$ cat config.mk
export PLATFORM = sky130hd
export DESIGN_NAME = cmd_frame_master
export DESIGN_NICKNAME = d
export VERILOG_FILES = /design/src/rtl/cmd_frame_master.sv
export SDC_FILE = /design/constraint.sdc
export NUM_CORES = 1
export LEC_CHECK = 0
export ABC_AREA = 1
export CORE_UTILIZATION = 30
export CTS_CLUSTER_DIAMETER = 40
export DETAILED_ROUTE_END_ITERATION = 12
export PLACE_DENSITY_LB_ADDON = 0.3
export SYNTH_ARGS = -nofsm -noshare
export SYNTH_HDL_FRONTEND = slang
export SYNTH_SLANG_ARGS = --single-unit
$ cat constraint.sdc
create_clock -name clk_i -period 4.2 [get_ports clk_i]
set_input_delay 1.26 -clock clk_i [delete_from_list [all_inputs] [get_ports clk_i]]
set_output_delay 1.26 -clock clk_i [all_outputs]
set_load 0.005 [all_outputs]
$ cat src/rtl/cmd_frame_master.sv
// cmd_frame_master: host-side initiator that serializes one command into the
// byte-serial register-file/ALU frame (AA write, BB read, CC ALU+operands,
// DD ALU func only) and then gathers the LSB-first response into one word.
module cmd_frame_master #(
  parameter int DATA_WIDTH     = 8,
  parameter int ADDR_WIDTH     = 4,
  parameter int TIMEOUT_CYCLES = 1024
) (
  input  logic                    clk_i,
  input  logic                    rst_i,
  input  logic                    req_valid_i,
  output logic                    req_ready_o,
  input  logic [1:0]              req_cmd_i,
  input  logic [ADDR_WIDTH-1:0]   req_addr_i,
  input  logic [DATA_WIDTH-1:0]   req_data_i,
  input  logic [DATA_WIDTH-1:0]   req_op_a_i,
  input  logic [DATA_WIDTH-1:0]   req_op_b_i,
  input  logic [3:0]              req_func_i,
  output logic [DATA_WIDTH-1:0]   tx_data_o,
  output logic                    tx_valid_o,
  input  logic                    tx_busy_i,
  input  logic [DATA_WIDTH-1:0]   rx_data_i,
  input  logic                    rx_valid_i,
  output logic [2*DATA_WIDTH-1:0] rsp_data_o,
  output logic                    rsp_valid_o,
  output logic                    rsp_timeout_o,
  output logic                    done_o
);

  localparam logic [1:0] CMD_WR  = 2'b00;
  localparam logic [1:0] CMD_RD  = 2'b01;
  localparam logic [1:0] CMD_ALU = 2'b10;
  localparam logic [1:0] CMD_FN  = 2'b11;

  // Counter only needs to reach TIMEOUT_CYCLES-1.
  localparam int            CW      = (TIMEOUT_CYCLES > 2) ? $clog2(TIMEOUT_CYCLES) : 1;
  localparam logic [CW-1:0] TO_LAST = CW'(TIMEOUT_CYCLES - 1);

  typedef enum logic [1:0] {S_IDLE, S_TX_BYTE, S_RSP_LO, S_RSP_HI} state_t;

  state_t                  state_q;
  logic [1:0]              cmd_q;
  logic [1:0]              idx_q;
  logic [ADDR_WIDTH-1:0]   addr_q;
  logic [DATA_WIDTH-1:0]   data_q;
  logic [DATA_WIDTH-1:0]   op_a_q;
  logic [DATA_WIDTH-1:0]   op_b_q;
  logic [3:0]              func_q;
  logic [DATA_WIDTH-1:0]   low_q;
  logic [CW-1:0]           tmo_q;
  logic [DATA_WIDTH-1:0]   tx_data_q;
  logic                    tx_valid_q;
  logic [2*DATA_WIDTH-1:0] rsp_data_q;
  logic                    rsp_valid_q;
  logic                    rsp_timeout_q;
  logic                    done_q;

  logic [1:0]              idx_d;
  logic [DATA_WIDTH-1:0]   byte_d;
  logic [1:0]              last_idx;
  logic [DATA_WIDTH-1:0]   addr_byte;
  logic [DATA_WIDTH-1:0]   func_byte;

  // Header byte for a command code, chosen directly from the request at acceptance.
  function automatic logic [DATA_WIDTH-1:0] hdr_byte(input logic [1:0] cmd);
    case (cmd)
      CMD_WR:  hdr_byte = DATA_WIDTH'(8'hAA);
      CMD_RD:  hdr_byte = DATA_WIDTH'(8'hBB);
      CMD_ALU: hdr_byte = DATA_WIDTH'(8'hCC);
      default: hdr_byte = DATA_WIDTH'(8'hDD);
    endcase
  endfunction

  assign addr_byte = DATA_WIDTH'(addr_q);
  assign func_byte = DATA_WIDTH'(func_q);

  // Frame length and the byte that follows the one currently on the wire.
  always_comb begin
    idx_d    = idx_q + 2'd1;
    byte_d   = '0;
    last_idx = 2'd1;
    case (cmd_q)
      CMD_WR: begin
        last_idx = 2'd2;
        byte_d   = (idx_d == 2'd1) ? addr_byte : data_q;
      end
      CMD_RD: begin
        byte_d = addr_byte;
      end
      CMD_ALU: begin
        last_idx = 2'd3;
        case (idx_d)
          2'd1:    byte_d = op_a_q;
          2'd2:    byte_d = op_b_q;
          default: byte_d = func_byte;
        endcase
      end
      default: begin
        byte_d = func_byte;
      end
    endcase
  end

  // Main controller: capture, transmit, collect response, time out.
  always_ff @(posedge clk_i or posedge rst_i) begin
    if (rst_i) begin
      state_q       <= S_IDLE;
      cmd_q         <= '0;
      idx_q         <= '0;
      addr_q        <= '0;
      data_q        <= '0;
      op_a_q        <= '0;
      op_b_q        <= '0;
      func_q        <= '0;
      low_q         <= '0;
      tmo_q         <= '0;
      tx_data_q     <= '0;
      tx_valid_q    <= 1'b0;
      rsp_data_q    <= '0;
      rsp_valid_q   <= 1'b0;
      rsp_timeout_q <= 1'b0;
      done_q        <= 1'b0;
    end else begin
      rsp_valid_q   <= 1'b0;
      rsp_timeout_q <= 1'b0;
      done_q        <= 1'b0;
      case (state_q)
        S_IDLE: begin
          if (req_valid_i) begin
            cmd_q      <= req_cmd_i;
            addr_q     <= req_addr_i;
            data_q     <= req_data_i;
            op_a_q     <= req_op_a_i;
            op_b_q     <= req_op_b_i;
            func_q     <= req_func_i;
            idx_q      <= 2'd0;
            tx_data_q  <= hdr_byte(req_cmd_i);
            tx_valid_q <= 1'b1;
            state_q    <= S_TX_BYTE;
          end
        end
        S_TX_BYTE: begin
          if (!tx_busy_i) begin
            if (idx_q == last_idx) begin
              tx_valid_q <= 1'b0;
              tmo_q      <= '0;
              if (cmd_q == CMD_WR) begin
                done_q  <= 1'b1;
                state_q <= S_IDLE;
              end else begin
                state_q <= S_RSP_LO;
              end
            end else begin
              idx_q     <= idx_d;
              tx_data_q <= byte_d;
            end
          end
        end
        S_RSP_LO, S_RSP_HI: begin
          if (rx_valid_i) begin
            tmo_q <= '0;
            if (state_q == S_RSP_HI) begin
              rsp_data_q  <= {rx_data_i, low_q};
              rsp_valid_q <= 1'b1;
              done_q      <= 1'b1;
              state_q     <= S_IDLE;
            end else if (cmd_q == CMD_RD) begin
              rsp_data_q  <= {{DATA_WIDTH{1'b0}}, rx_data_i};
              rsp_valid_q <= 1'b1;
              done_q      <= 1'b1;
              state_q     <= S_IDLE;
            end else begin
              low_q   <= rx_data_i;
              state_q <= S_RSP_HI;
            end
          end else if (tmo_q == TO_LAST) begin
            tmo_q         <= '0;
            rsp_timeout_q <= 1'b1;
            done_q        <= 1'b1;
            state_q       <= S_IDLE;
          end else begin
            tmo_q <= tmo_q + CW'(1);
          end
        end
        default: state_q <= S_IDLE;
      endcase
    end
  end

  assign req_ready_o   = (state_q == S_IDLE);
  assign tx_data_o     = tx_data_q;
  assign tx_valid_o    = tx_valid_q;
  assign rsp_data_o    = rsp_data_q;
  assign rsp_valid_o   = rsp_valid_q;
  assign rsp_timeout_o = rsp_timeout_q;
  assign done_o        = done_q;

endmodule

* After elaboration in Yosys (flattened, before gate mapping)
Index checks and enable logic that the tools add are counted.
** Operators by class
- Add/subtract/negate cells :: 2
- Equality and inequality tests :: 16
- Reduce and logical (&&, ||, !) cells :: 14
- Bitwise gates (word level) :: 2
- Muxes and demuxes :: 45
** Operators with widths (number)
- two-way mux 10 bit :: 4
- two-way mux 16 bit :: 2
- two-way mux 8 bit :: 4
- case mux 8 bit (2 select lines) :: 2
- case mux 8 bit (3 select lines) :: 1
- two-way mux 2 bit :: 11
- case mux 7 bit (3 select lines) :: 1
- case mux 10 bit (2 select lines) :: 1
- AND reduction 4 bit :: 4
- two-way mux 1 bit :: 14
- adder 10 x 1 -> 10 bit (second input constant) :: 1
- == test 10 bit (second input constant) :: 1
- == test 2 bit (second input constant) :: 5
- == test 2 x 1 -> 1 bit (second input constant) :: 4
- inequality test 2 bit (second input constant) :: 4
- case mux 2 bit (2 select lines) :: 2
- zero test 2 bit :: 3
- case mux 2 bit (3 select lines) :: 1
- AND reduction 3 bit :: 2
- nonzero test 2 bit :: 3
- case mux 1 bit (2 select lines) :: 2
- inequality test 3 bit (second input constant) :: 1
- adder 2 x 1 -> 2 bit (second input constant) :: 1
- == test 2 bit :: 1
- other kinds (3) :: 4
** Storage, ports and cells
- Bits in registers :: 84
- Logic and storage cells :: 95

* Longest topological paths before layout
Gate-level depths: netlist of run 1.
- Depth in word-level cells :: 7
- Depth in mapped cells :: 13
- Gate-level depth less buffers :: 12

* Least setup slack after synthesis of run 1
No wires, ideal clock.
- Path type :: input port to flip-flop
- From :: in rx_valid_i
- To :: reg low_q[0]
- Path buffers :: 1
- Arrival :: 1.924 ns
- Stages on the path :: 5
- Setup slack :: 2.150 ns
- Library setup time :: 0.126 ns
- Cells stage by stage :: nand2_1 > inv_1 > nand2_2 > buf_2 > o21ai_0
** On the way
- Word-level cells in the longest chain between the ends :: 1
** Ends and longest elaborated chain
- start, declared :: line 23 : input logic rx_valid_i,
- AND reduction 4 bit (no source line)
- end signal, assigned :: line 173 : low_q <= rx_data_i;
- end, declared :: line 49 : logic [DATA_WIDTH-1:0] low_q;
Every way passes these cells.
A chain may end at the register's enable or synchronous reset.

* Final worst setup path of run 1
- From :: reg state_q[1]
- To :: out req_ready_o
** On the way
- Word-level cells in the longest chain between the ends :: 1
** Ends and longest elaborated chain
- start, declared :: line 41 : state_t state_q;
- start signal, assigned :: line 107 : state_q <= S_IDLE;
- start signal, assigned :: line 139 : state_q <= S_TX_BYTE;
- start signal, assigned :: line 149 : state_q <= S_IDLE;
- zero test 2 bit :: line 190 : assign req_ready_o = (state_q == S_IDLE);
- end, declared :: line 12 : output logic req_ready_o,
Every way passes these cells.

==> metrics, run 1 <==
ys flop type=dfrtp_1; via count=3,320; width of the chip=118 um; postcts setup bufs=0; setup TNS=0 ns; post-CTS sizing=0; Startpoint Class=flip-flop; cell count of the worst reg-to-reg path=4; Synthesized Nets=523; worst-path cell chain=nor2_2 > clkdlybuf4s50_1; Worst Hold Depth=2; P_leak=2.42 nW; Synth area leaders=dfrtp_1, nand2_1, mux2_2; Mapped Cells=472; Max stage delay on crit path=0.63 ns; Worst Path Arrival=1.81 ns; Setup Skew=0.00658 ns; post-synthesis sequential area ratio=52.3%; drt initial violations=158; Remaining DRCs=0; crit share post-route=73.0%; final max-slew violation count=0; Layout Nets=598; count of final hold-check violations=0; Yosys top cell area share=52.3%; worst skew pair latency=0.34 ns; max_slew headroom=39.9%; r2r endpoint=op_b_q[1]; CTS root buffer=clkbuf_16; post-synth top area cell=dfrtp_1; Initial Utilization=31.3%; DP HPWL=7.07 mm; H-Tree Level Count=3; Pre-Repair DR Iteration Count=4; status=complete, no violations; ANT cells=0; Top delay family on crit path=flip-flops; Peak supply drop=0.313 mV; CTS Buf Count=9; first-pass GRT wire length=16.3 mm; # port buffers=75; Pwr Total=3.51 mW; CTS tree=yes; initial antenna violation count=0; Max clock buf depth=2; flop-to-flop setup slack=1.98 ns; R2R Path Start=state_q[1]; CP max stage cell=dfrtp_1; Hold Path Class=flip-flop to flip-flop; Levels on crit path=2; final wirelength=9.55 mm; max_cap viols=0; gp weighted congestion=0.794; Power Dens Cells=675 mW/mm^2; DRT antenna net count=0; Required @ worst endpoint=2.94 ns; Setup crit end=req_ready_o; RSZ-0062 raised after global routing=no; Crit. End Element=output port; Core Area=0.0128 mm^2; Unique masters post-synth=30; Synth Warn #=0; Layout area overhead=29.3%; largest fanout on the critical path=18; count leader, synth=nand2_1; largest net degree at the start of global routing=53; post-DR wirelength/cell=13.2 um; clk sinks=84; final core utilization=40.5%; total congestion overflow=0; Final Setup Violations=0; Post-Syn Area per Cell=8.51 um^2; I/O pin cnt=76; number of synthesized flops with an enable pin=0; top post-synthesis cells by count=nand2_1, dfrtp_1, inv_1, o21ai_0, nor2_1; Tot GR Track Use=14.8%; minimum clock period=3.07 ns; Crit. Startpoint=state_q[1]; hold buffer count at cts=0; Worst-path clk slew=0.06 ns; Setup CP Type=flip-flop to output port; Buf/Inv on CP=1; row count=41; ys async rst share=100%; synthesized flop and latch total=84; fraction of final layout cells sized beyond drive strength 1=9.82%; Die H=118 um; hold slack final=0.487 ns; mapped cell area=0.00402 mm^2; vias in the first global route=3,334; Via density=4.60; Die Area=0.0139 mm^2; Worst Tran Pin Value=0.901 ns; FMAX=326 MHz
[metal layers]
layer | vias up | GRT usage (%) | wire length, um
li1 | 1682 | - | -
met4 | 0 | 3.85 | 31
met5 | - | 0 | 0
met3 | 4 | 4.51 | 468
met1 | 1551 | 19.0 | 4350
met2 | 83 | 24.1 | 4700
[cell type report]
class	instances	area (um^2)
Timing Repair Buffer	78	773
Multi-Input combinational cell	328	1660
Tap cell	172	215
Inverter	46	174
Clock buffer	11	233
Fill cell	1319	7630
Sequential cell	84	2100
Clock inverter	3	40.0
[kinds of logic after synthesis]
kind of cell             count (synthesis)  synth area share, %
AO/OA/AOI/OAI                           76                 10.3
adder cells (fa/ha/maj)                  4                 1.25
multiplexers                            21                 5.88
flip-flops                              84                 52.3
buffers and inverters                   60                 6.38
AND/OR/NAND/NOR                        224                 23.3
XOR/XNOR                                 3                0.654
[worst reg2reg max path: stages, from the launching register on]
cell,delay (ns)
dfrtp_1,0.79
nor2_2,0.14
nand2_1,0.31
buf_4,0.47
mux2_2,0.41
[state kept, by name, summed over array words and instances (netlist names)]
| name | flops |
|---|---|
| rsp_data_o | 16 |
| tmo_q | 10 |
| data_q | 8 |
| low_q | 8 |
| op_a_q | 8 |
| op_b_q | 8 |
| tx_data_o | 8 |
| addr_q | 4 |
| func_q | 4 |
| cmd_q | 2 |
| idx_q | 2 |
| state_q | 2 |
| done_o | 1 |
| rsp_timeout_o | 1 |
| rsp_valid_o | 1 |
| tx_valid_o | 1 |
[how the worst min path moves through the flow]
stage | from | end | slack [ns]
after global routing | low_q[5] | low_q[5] | 0.52
final | low_q[4] | low_q[4] | 0.49
after floorplan | low_q[7] | low_q[7] | 0.45
after global placement | low_q[4] | low_q[4] | 0.47
after CTS | low_q[4] | low_q[4] | 0.49
after detailed placement | low_q[4] | low_q[4] | 0.47
[per-stage QoR]
step	area [um^2]	instances	worst slack [ns]
global placement	4920	708	1.21
detailed placement	4920	708	1.18
global route	5200	722	1.03
CTS	5200	722	1.12
finish	5200	722	1.13
floorplan	4020	472	0.775
[where the power goes]
group | leakage, nW | internal, mW | total (mW) | switching, mW
clock network | 0.135 | 0.452 | 0.750 | 0.298
logic | 1.27 | 0.633 | 1.37 | 0.736
registers | 1.02 | 1.15 | 1.39 | 0.244
[placed cells by master (no fill, tap or decap)]
master             n
clkdlybuf4s50_1   75
a22o_1             1
nor2_2             5
o21ai_0           42
dfrtp_1           84
xor2_1             3
inv_1             41
nor2_1            38
nand4_1            6
clkbuf_16          9
nand3_1           30
ha_1               4
o21ai_1            4
nand2_1          136
nor2_4             1
bufinv_16          1
a31oi_1            8
clkinv_2           3
nand3_2            1
inv_2              4
a21oi_1           18
and3_1             1
buf_4              3
or2_2              2
clkbuf_1           2
mux2_2            21
nor3_1             2
a21oi_4            1
o2111ai_1          1
nand2_2            2
o21ai_2            1
No activity file was read; power rests on OpenSTA's default activity.
==> run 2: changes to the inputs <==
Clock period 4.2 ns to 3 ns, I/O delays scaled along.
==> run 2 against run 1 <==
- flip-flop and latch count unchanged
- count of clock-buffer cells in the layout is 2 lower
- combinational power grew 45%
- worst setup slack got worse by 0.48 ns
- clock power grew 47%
==> metrics, run 2 (same netlist as run 1, synthesis figures left out) <==
width of the chip=118 um; Switching Fraction=36.5%; I/O pin cnt=76; flop-to-flop setup slack=1.12 ns; crit share post-route=78.1%; vias in the first global route=3,395; Remaining DRCs=0; Crit. End Element=output port; # port buffers=75; CTS Buf Count=9; status=complete, no violations; initial antenna violation count=0; max_slew headroom=69.2%; Clock Power Share=22.1%; Setup CP Type=flip-flop to output port; total congestion overflow=0; Peak supply drop=0.540 mV; DP HPWL=6.94 mm; minimum clock period=2.34 ns; Max clock buf depth=2; post-CTS sizing=0; clk sinks=84; RSZ-0062 raised after global routing=no; P_leak=2.43 nW; Power Dens Cells=947 mW/mm^2; Worst Hold Depth=2; WHS Endpoint=tx_data_o[2]; Layout Nets=600; DRT antenna net count=0; r2r endpoint=tx_data_o[6]; Worst Path Arrival=1.44 ns; Die Area=0.0139 mm^2; max reg flops=16; Worst-path clk slew=0.06 ns; row count=41; Hold Startpoint=tx_data_o[2]; Initial Utilization=31.3%; hold buffer count at cts=0; CTS tree=yes; Crit. Startpoint=state_q[0]; final max-slew violation count=0; postcts setup bufs=0; ANT cells=0; most common cell after layout, fill and taps aside=nand2_1; Reg power frac=38.0%; Switch Pwr=1.82 mW; Via density=4.61; via count=3,344; Die H=118 um; largest fanout on the critical path=3; Core Area=0.0128 mm^2; post-DR wirelength/cell=12.9 um; Tot GR Track Use=14.5%; Worst Tran Pin Value=0.461 ns; worst skew pair latency=0.33 ns; cell count of the worst reg-to-reg path=12; drt initial violations=181; CTS root buffer=clkbuf_16; setup TNS=0 ns; Cell Int Power=3.16 mW; Setup Skew=0.00570 ns; Hold Path Class=flip-flop to flip-flop; max_cap viols=0; first-pass GRT wire length=16.3 mm; hold slack final=0.487 ns; Layout area overhead=30.8%; gp weighted congestion=0.761; H-Tree Level Count=3; final wirelength=9.39 mm; Required @ worst endpoint=2.10 ns; R2R Path Start=idx_q[1]; FMAX=427 MHz; count of final hold-check violations=0; Pre-Repair DR Iteration Count=4; fraction of final layout cells sized beyond drive strength 1=10.8%; combinational share of power=39.9%; largest net degree at the start of global routing=85; Final Setup Violations=0; Startpoint Class=flip-flop; commonest cells after routing, fill and taps aside=nand2_1, dfrtp_1, clkdlybuf4s50_1, o21ai_0, inv_1
run 2: changes by cell type in the layout (fill, tap and decap cells not counted):
| cell | change |
|---|---|
| clkinvlp_4 | +5 |
| clkbuf_1 | -2 |
| buf_12 | +1 |
| clkinv_4 | +2 |
| clkinv_2 | -3 |
| buf_4 | +1 |
run 2: critical path: stages, from the launching register on:
cell	delay, ns
dfrtp_1	0.38
nor2_2	0.20
clkdlybuf4s50_1	0.54
run 2: worst max-delay path by stage:
| stage | slack [ns] | to | depth (start not counted) |
|---|---|---|---|
| floorplan | 1.13 | addr_q[0] | 1 |
| global placement | 0.57 | state_q[1] | 7 |
| detailed placement | 0.55 | state_q[1] | 7 |
| CTS | 0.65 | req_ready_o | 2 |
| global route | 0.59 | req_ready_o | 2 |
| finish | 0.66 | req_ready_o | 2 |
run 2: routing by layer:
metal  global-route usage, %  wire (um)  up-vias
met5                       0          0        -
met3                    3.78        397        5
li1                        -          -     1686
met1                    19.2       4390     1572
met4                    3.13         44        0
met2                    23.8       4560       81
run 2: area by class of cell:
class | count | area (um^2)
Timing Repair Buffer | 80 | 801
Tap cell | 172 | 215
Fill cell | 1305 | 7570
Sequential cell | 84 | 2100
Clock inverter | 7 | 77.6
Multi-Input combinational cell | 328 | 1660
Inverter | 46 | 176
Clock buffer | 9 | 225
run 2: power by group through the flow:
| stage | clock, mW | combinational (mW) | sequential, mW |
|---|---|---|---|
| floorplan | 0 | 1.32 | 1.83 |
| global placement | 0 | 1.98 | 1.90 |
| detailed placement | 0 | 2.01 | 1.92 |
| CTS | 1.13 | 2.02 | 1.90 |
| global route | 1.18 | 2.27 | 1.96 |
| finish | 1.10 | 1.99 | 1.89 |
run 2: per-stage QoR:
step | std cells | area, um^2 | power (mW) | setup WS (ns) | util, %
2_1_floorplan | 472 | 4020 | 3.16 | 1.13 | -
3_3_place_gp | 710 | 4950 | 3.87 | 0.570 | 38.6
3_5_place_dp | 710 | 4950 | 3.93 | 0.547 | 38.6
4_1_cts | 726 | 5260 | 5.05 | 0.653 | 41.0
5_1_grt | 726 | 5260 | 5.41 | 0.592 | 41.0
6_report | 726 | 5260 | 4.98 | 0.656 | 41.0
==> run 3: changes to the inputs <==
Clock period 3 ns to 1.93 ns, I/O delays scaled along.
==> run 3 against run 2 <==
- core utilization increased by 0.95 points
- via count about the same
- first-iteration DRC count decreased by 14%
- clock skew increased by 0.0021 ns
- highest routed layer unchanged
- sequential share of layout area decreased by 0.90 points
- total power increased by 63%
- die area unchanged
- non-clock buffer count increased by 10
- register-to-register slack got worse by 0.89 ns
- critical endpoint is now rsp_data_o[12]
- worst hold slack got worse by 0.0078 ns
- routed wire length increased by 1.0%
==> metrics, run 3 (same netlist as run 1, synthesis figures left out) <==
flop-to-flop setup slack=0.23 ns; Hold Path Class=flip-flop to flip-flop; Via density=4.55; gp weighted congestion=0.837; worst-path cell chain=clkdlybuf4s50_1; CP max stage cell=clkdlybuf4s50_1; # port buffers=75; ANT cells=0; via count=3,346; Top delay family on crit path=buffers and inverters; Setup CP Type=flip-flop to output port; CTS root buffer=clkbuf_16; Pre-Repair DR Iteration Count=4; clk sinks=84; Switching Fraction=34.9%; Peak supply drop=0.579 mV; largest net degree at the start of global routing=85; placed cell area=0.00504 mm^2; vias in the first global route=3,412; Required @ worst endpoint=1.35 ns; Power Dens Cells=1510 mW/mm^2; Core Area=0.0128 mm^2; max reg flops=16; R2R Path Start=state_q[1]; count of final hold-check violations=0; worst skew pair latency=0.33 ns; max_cap viols=0; initial antenna violation count=0; combinational share of power=39.9%; total congestion overflow=0; Startpoint Class=flip-flop; final core utilization=41.9%; fraction of final layout cells sized beyond drive strength 1=12.1%; commonest cells after routing, fill and taps aside=nand2_1, dfrtp_1, clkdlybuf4s50_1, o21ai_0, inv_1; most common cell after layout, fill and taps aside=nand2_1; Crit. Startpoint=rsp_data_o[12]; worst setup margin=0.129 ns; post-DR wirelength/cell=12.9 um; Layout area overhead=33.8%; Die Area=0.0139 mm^2; Setup Skew=0.00782 ns; hold slack final=0.479 ns; Remaining DRCs=0; Reg power frac=36.2%; P_leak=2.52 nW; crit share post-route=93.3%; Worst-path clk slew=0.06 ns; FMAX=555 MHz; drt initial violations=156; Max stage delay on crit path=0.51 ns; I/O pin cnt=76; Initial Utilization=31.3%; Layout Nets=610; final max-slew violation count=0; Tot GR Track Use=14.7%; Filler cells=1,296; Switch Pwr=2.83 mW; Buf/Inv on CP=1; Cell Int Power=5.28 mW; postcts setup bufs=0; Worst Path Arrival=1.22 ns; H-Tree Level Count=3; Clock Power Share=23.9%; cell count of the worst reg-to-reg path=8; final instance area=0.00538 mm^2; width of the chip=118 um; RSZ-0062 raised after global routing=no; CTS tree=yes; r2r endpoint=tmo_q[6]; pre-CTS setup slack=-0.0347 ns; Max clock buf depth=2; Levels on crit path=1; largest fanout on the critical path=2; max_slew headroom=67.4%; first-pass GRT wire length=16.5 mm; Setup crit end=rsp_data_o[12]; row count=41; Final Setup Violations=0; DP HPWL=7.04 mm; final wirelength=9.49 mm; minimum clock period=1.80 ns; CTS Buf Count=9; Crit. End Element=output port; Pwr Total=8.10 mW; status=complete, no violations; Die H=118 um; DRT antenna net count=0; Worst Tran Pin Value=0.489 ns
run 3: worst min-delay path by stage:
stage	startpoint	to	slack [ns]	cells after the start
floorplan	low_q[7]	low_q[7]	0.45	2
global placement	low_q[2]	low_q[2]	0.47	2
detailed placement	tx_data_o[4]	tx_data_o[4]	0.47	2
CTS	tx_data_o[4]	tx_data_o[4]	0.49	2
global route	tx_data_o[4]	tx_data_o[4]	0.52	2
finish	tx_data_o[7]	tx_data_o[7]	0.48	2
run 3: routing by layer:
layer	up-vias	wire, um	track usage (%)
li1	1710	-	-
met1	1560	4460	19.2
met2	68	4540	24.6
met3	8	395	3.54
met4	0	87	3.37
met5	-	0	0
run 3: stage by stage:
stage,TNS (ns),instances
2_1_floorplan,0,472
3_3_place_gp,-0.0138,720
3_5_place_dp,-0.416,720
4_1_cts,0,736
5_1_grt,0,736
6_report,0,736
run 3: final cells by class:
type	count	area, um^2	area share [%]
inverter	46	176	3.28
clock inverter	5	100	1.86
multi-input combinational	328	1670	31.0
clock buffer	11	233	4.33
tap	172	215	4.00
sequential	84	2100	39.1
timing repair buffer	90	887	16.5
run 3: power by group through the flow:
| stage | Clock [mW] | Combinational, mW | Sequential (mW) |
|---|---|---|---|
| 3_3_place_gp | 0 | 3.22 | 2.93 |
| 2_1_floorplan | 0 | 2.06 | 2.85 |
| 3_5_place_dp | 0 | 3.28 | 2.97 |
| 6_report | 1.94 | 3.24 | 2.93 |
| 4_1_cts | 1.98 | 3.29 | 2.94 |
| 5_1_grt | 2.04 | 3.67 | 3.05 |
run 3: repair_timing:
item	in CTS	in global routing
resized for setup	1	1
endpoints found under the setup margin	1	1
hold buffers	0	0
==> RTL edit: new RTL, flow settings as in run 2 <==
The 4 states of `state_t` get a Gray code encoding in 2 bits.
--- a/src/rtl/cmd_frame_master.sv
+++ b/src/rtl/cmd_frame_master.sv
@@ -36,7 +36,7 @@
   localparam int            CW      = (TIMEOUT_CYCLES > 2) ? $clog2(TIMEOUT_CYCLES) : 1;
   localparam logic [CW-1:0] TO_LAST = CW'(TIMEOUT_CYCLES - 1);
 
-  typedef enum logic [1:0] {S_IDLE, S_TX_BYTE, S_RSP_LO, S_RSP_HI} state_t;
+  typedef enum logic [1:0] {S_IDLE = 2'b00, S_TX_BYTE = 2'b01, S_RSP_LO = 2'b11, S_RSP_HI = 2'b10} state_t;
 
   state_t                  state_q;
   logic [1:0]              cmd_q;
Formal check against the unedited RTL: no difference found for any inputs over 10 cycles, from zero or initial values and one cycle with rst_i high; not proved beyond that.
==> RTL edit against run 2 <==
  * Count of clock-buffer cells in the layout rose by 3
  * Final area grew 4.1%
  * Core utilization down 0.48 points
  * Synthesized area rose by 5.1%
  * Combinational power up 16%
  * Via count down 0.24%
  * Synthesized cell count increased by 0.42%
  * Sequential power grew 3%
  * Fmax decreased by 6.2%
  * Wire length rose by 9.5%
  * Setup slack worse by 0.16 ns
  * Total power grew 9.6%
  * Sequential cell count did not move
  * Largest power group unchanged
==> RTL edit: results (changes against run 2) <==
Status
  – Status: finished, final reports clean

Placed design
  – RePlAce Congestion: 0.831 (+9.2%)
  – Final HPWL DP: 7720 um (+11%)
  – Placed Instances: 717 (+0.99%)

Synth
  – Most frequent cells after synthesis: nand2_1 (104), dfrtp_1 (84), inv_1 (47), nor2_1 (47), o21ai_0 (38)
  – Synth top area cells: dfrtp_1 (50%), nand2_1 (9.2%), mux2_4 (5.0%), o21ai_0 (4.5%), inv_1 (4.2%)
  – Seq/Total Area, Yosys: 49.7% (-2.6 points)
  – Post-Synthesis Cells: 474 (+0.42%)
  – Syn_nets: 525 (+0.38%)
  – Yosys cell types: 36 (+20%)

Pwr
  – Combinational power: 0.00230 W (+16%)
  – Peak VDD IR: 0.000409 V (-24%)
  – P_sw: 0.00203 W (+12%)
  – Clock group: 0.00120 W (+9%)
  – Pleak: 2.60 nW (+6.8%)

Route
  – Initial DRC count: 193 (+6.6%)
  – Routed length per instance: 14.0 um (+8.4%)
  – Top Metal Used: met4
  – Pre-antenna DRT Iters: 5 (+1)
  – Drt via density: 4.55 (-1.2%)
  – Metal-1 WL: 4750 um (+8.4%)
  – Met2 WL: 5000 um (+9.6%)
  – Met3 WL: 412 um (+3.8%)

Global routing
  – All-Layer GR Usage: 15.1% (+0.57 points)
  – Pin count of the biggest net entering global routing: 34 (-60%)
  – Vias in the first global route: 3,307 (-2.6%)
  – Met3 usage: 4.53% (+0.75 points)
  – Met2 GRT Util: 24.8% (+0.96 points)
  – Global-route wire length before repair: 16,900 um (+3.5%)
  – Met1 Use GR: 19.1% (-0.11 points)

Clock tree
  – Num CTS Buffers: 9 (unchanged)
  – Clk root buf: clkbuf_16
  – # resized after CTS: 0 (unchanged)
  – Clock latency on the worst-skew pair: 0.34 ns

Layout
  – Number of flip-flops in the largest register: 16 (unchanged)
  – Share of post-route cells with drive strength above 1: 13.5% (+2.6 points)
  – Final Non-Filler Cells: 733 (+0.96%)
  – Final net count: 603 (+0.50%)
  – Inserted Diodes: 0 (unchanged)

STA
  – Clock skew: 0.00969 ns (+0.00399 ns)
  – Least-Margin Pin Slew: 0.595 ns (+0.134 ns)

Critical path
  – CP Max Fanout: 5 (+2)
## RTL edit: cells by family after synthesis
logic type | synth area share, %
DFF | 49.7
and+or+nand+nor | 22.4
muxes | 5.77
adders and majority gates | 1.18
buffers and inverters | 7.67
xor gates and xnor gates | 0.622
AOI/OAI and AO/OA | 12.6
## RTL edit: worst max-delay path, stage by stage, from the launching register on
cell and delay [ns]:
dfrtp_1 0.45, nor2_2 0.25, clkdlybuf4s50_1 0.55
## RTL edit: per-stage QoR
| stage | utilization (%) | power (W) | hold WS (ns) | setup WS, ns | area [um^2] |
|---|---|---|---|---|---|
| 6_report | 40.5 | 0.00545 | 0.485 | 0.500 | 5470 |
| 5_1_grt | 40.5 | 0.00586 | 0.498 | 0.433 | 5470 |
| 4_1_cts | 40.5 | 0.00552 | 0.484 | 0.460 | 5470 |
| 3_5_place_dp | 38.2 | 0.00430 | 0.469 | 0.546 | 5150 |
| 3_3_place_gp | 38.2 | 0.00423 | 0.466 | 0.601 | 5150 |
| 2_1_floorplan | - | 0.00347 | 0.456 | 1.13 | 4230 |
## RTL edit: worst paths after layout
| check | slack [ns] | depth (start not counted) | to | startpoint |
|---|---|---|---|---|
| worst min-delay path | 0.48 | 2 | low_q[3] | low_q[3] |
| max in group asynchronous | 1.48 | 3 | data_q[2] | rst_i |
| worst max register to register | 1.16 | 8 | tx_data_o[5] | idx_q[0] |
| worst max-delay path | 0.50 | 2 | req_ready_o | state_q[0] |
| worst min register to register | 0.48 | 2 | low_q[3] | low_q[3] |
| min in group asynchronous | 0.97 | 2 | tmo_q[7] | rst_i |
## RTL edit: layout make-up
cell class	instances	area, um^2
Inverter	53	210
Clock buffer	12	246
Fill cell	1341	8030
Multi-Input combinational cell	323	1800
Tap cell	176	220
Timing Repair Buffer	81	821
Sequential cell	84	2100
Clock inverter	4	72.6
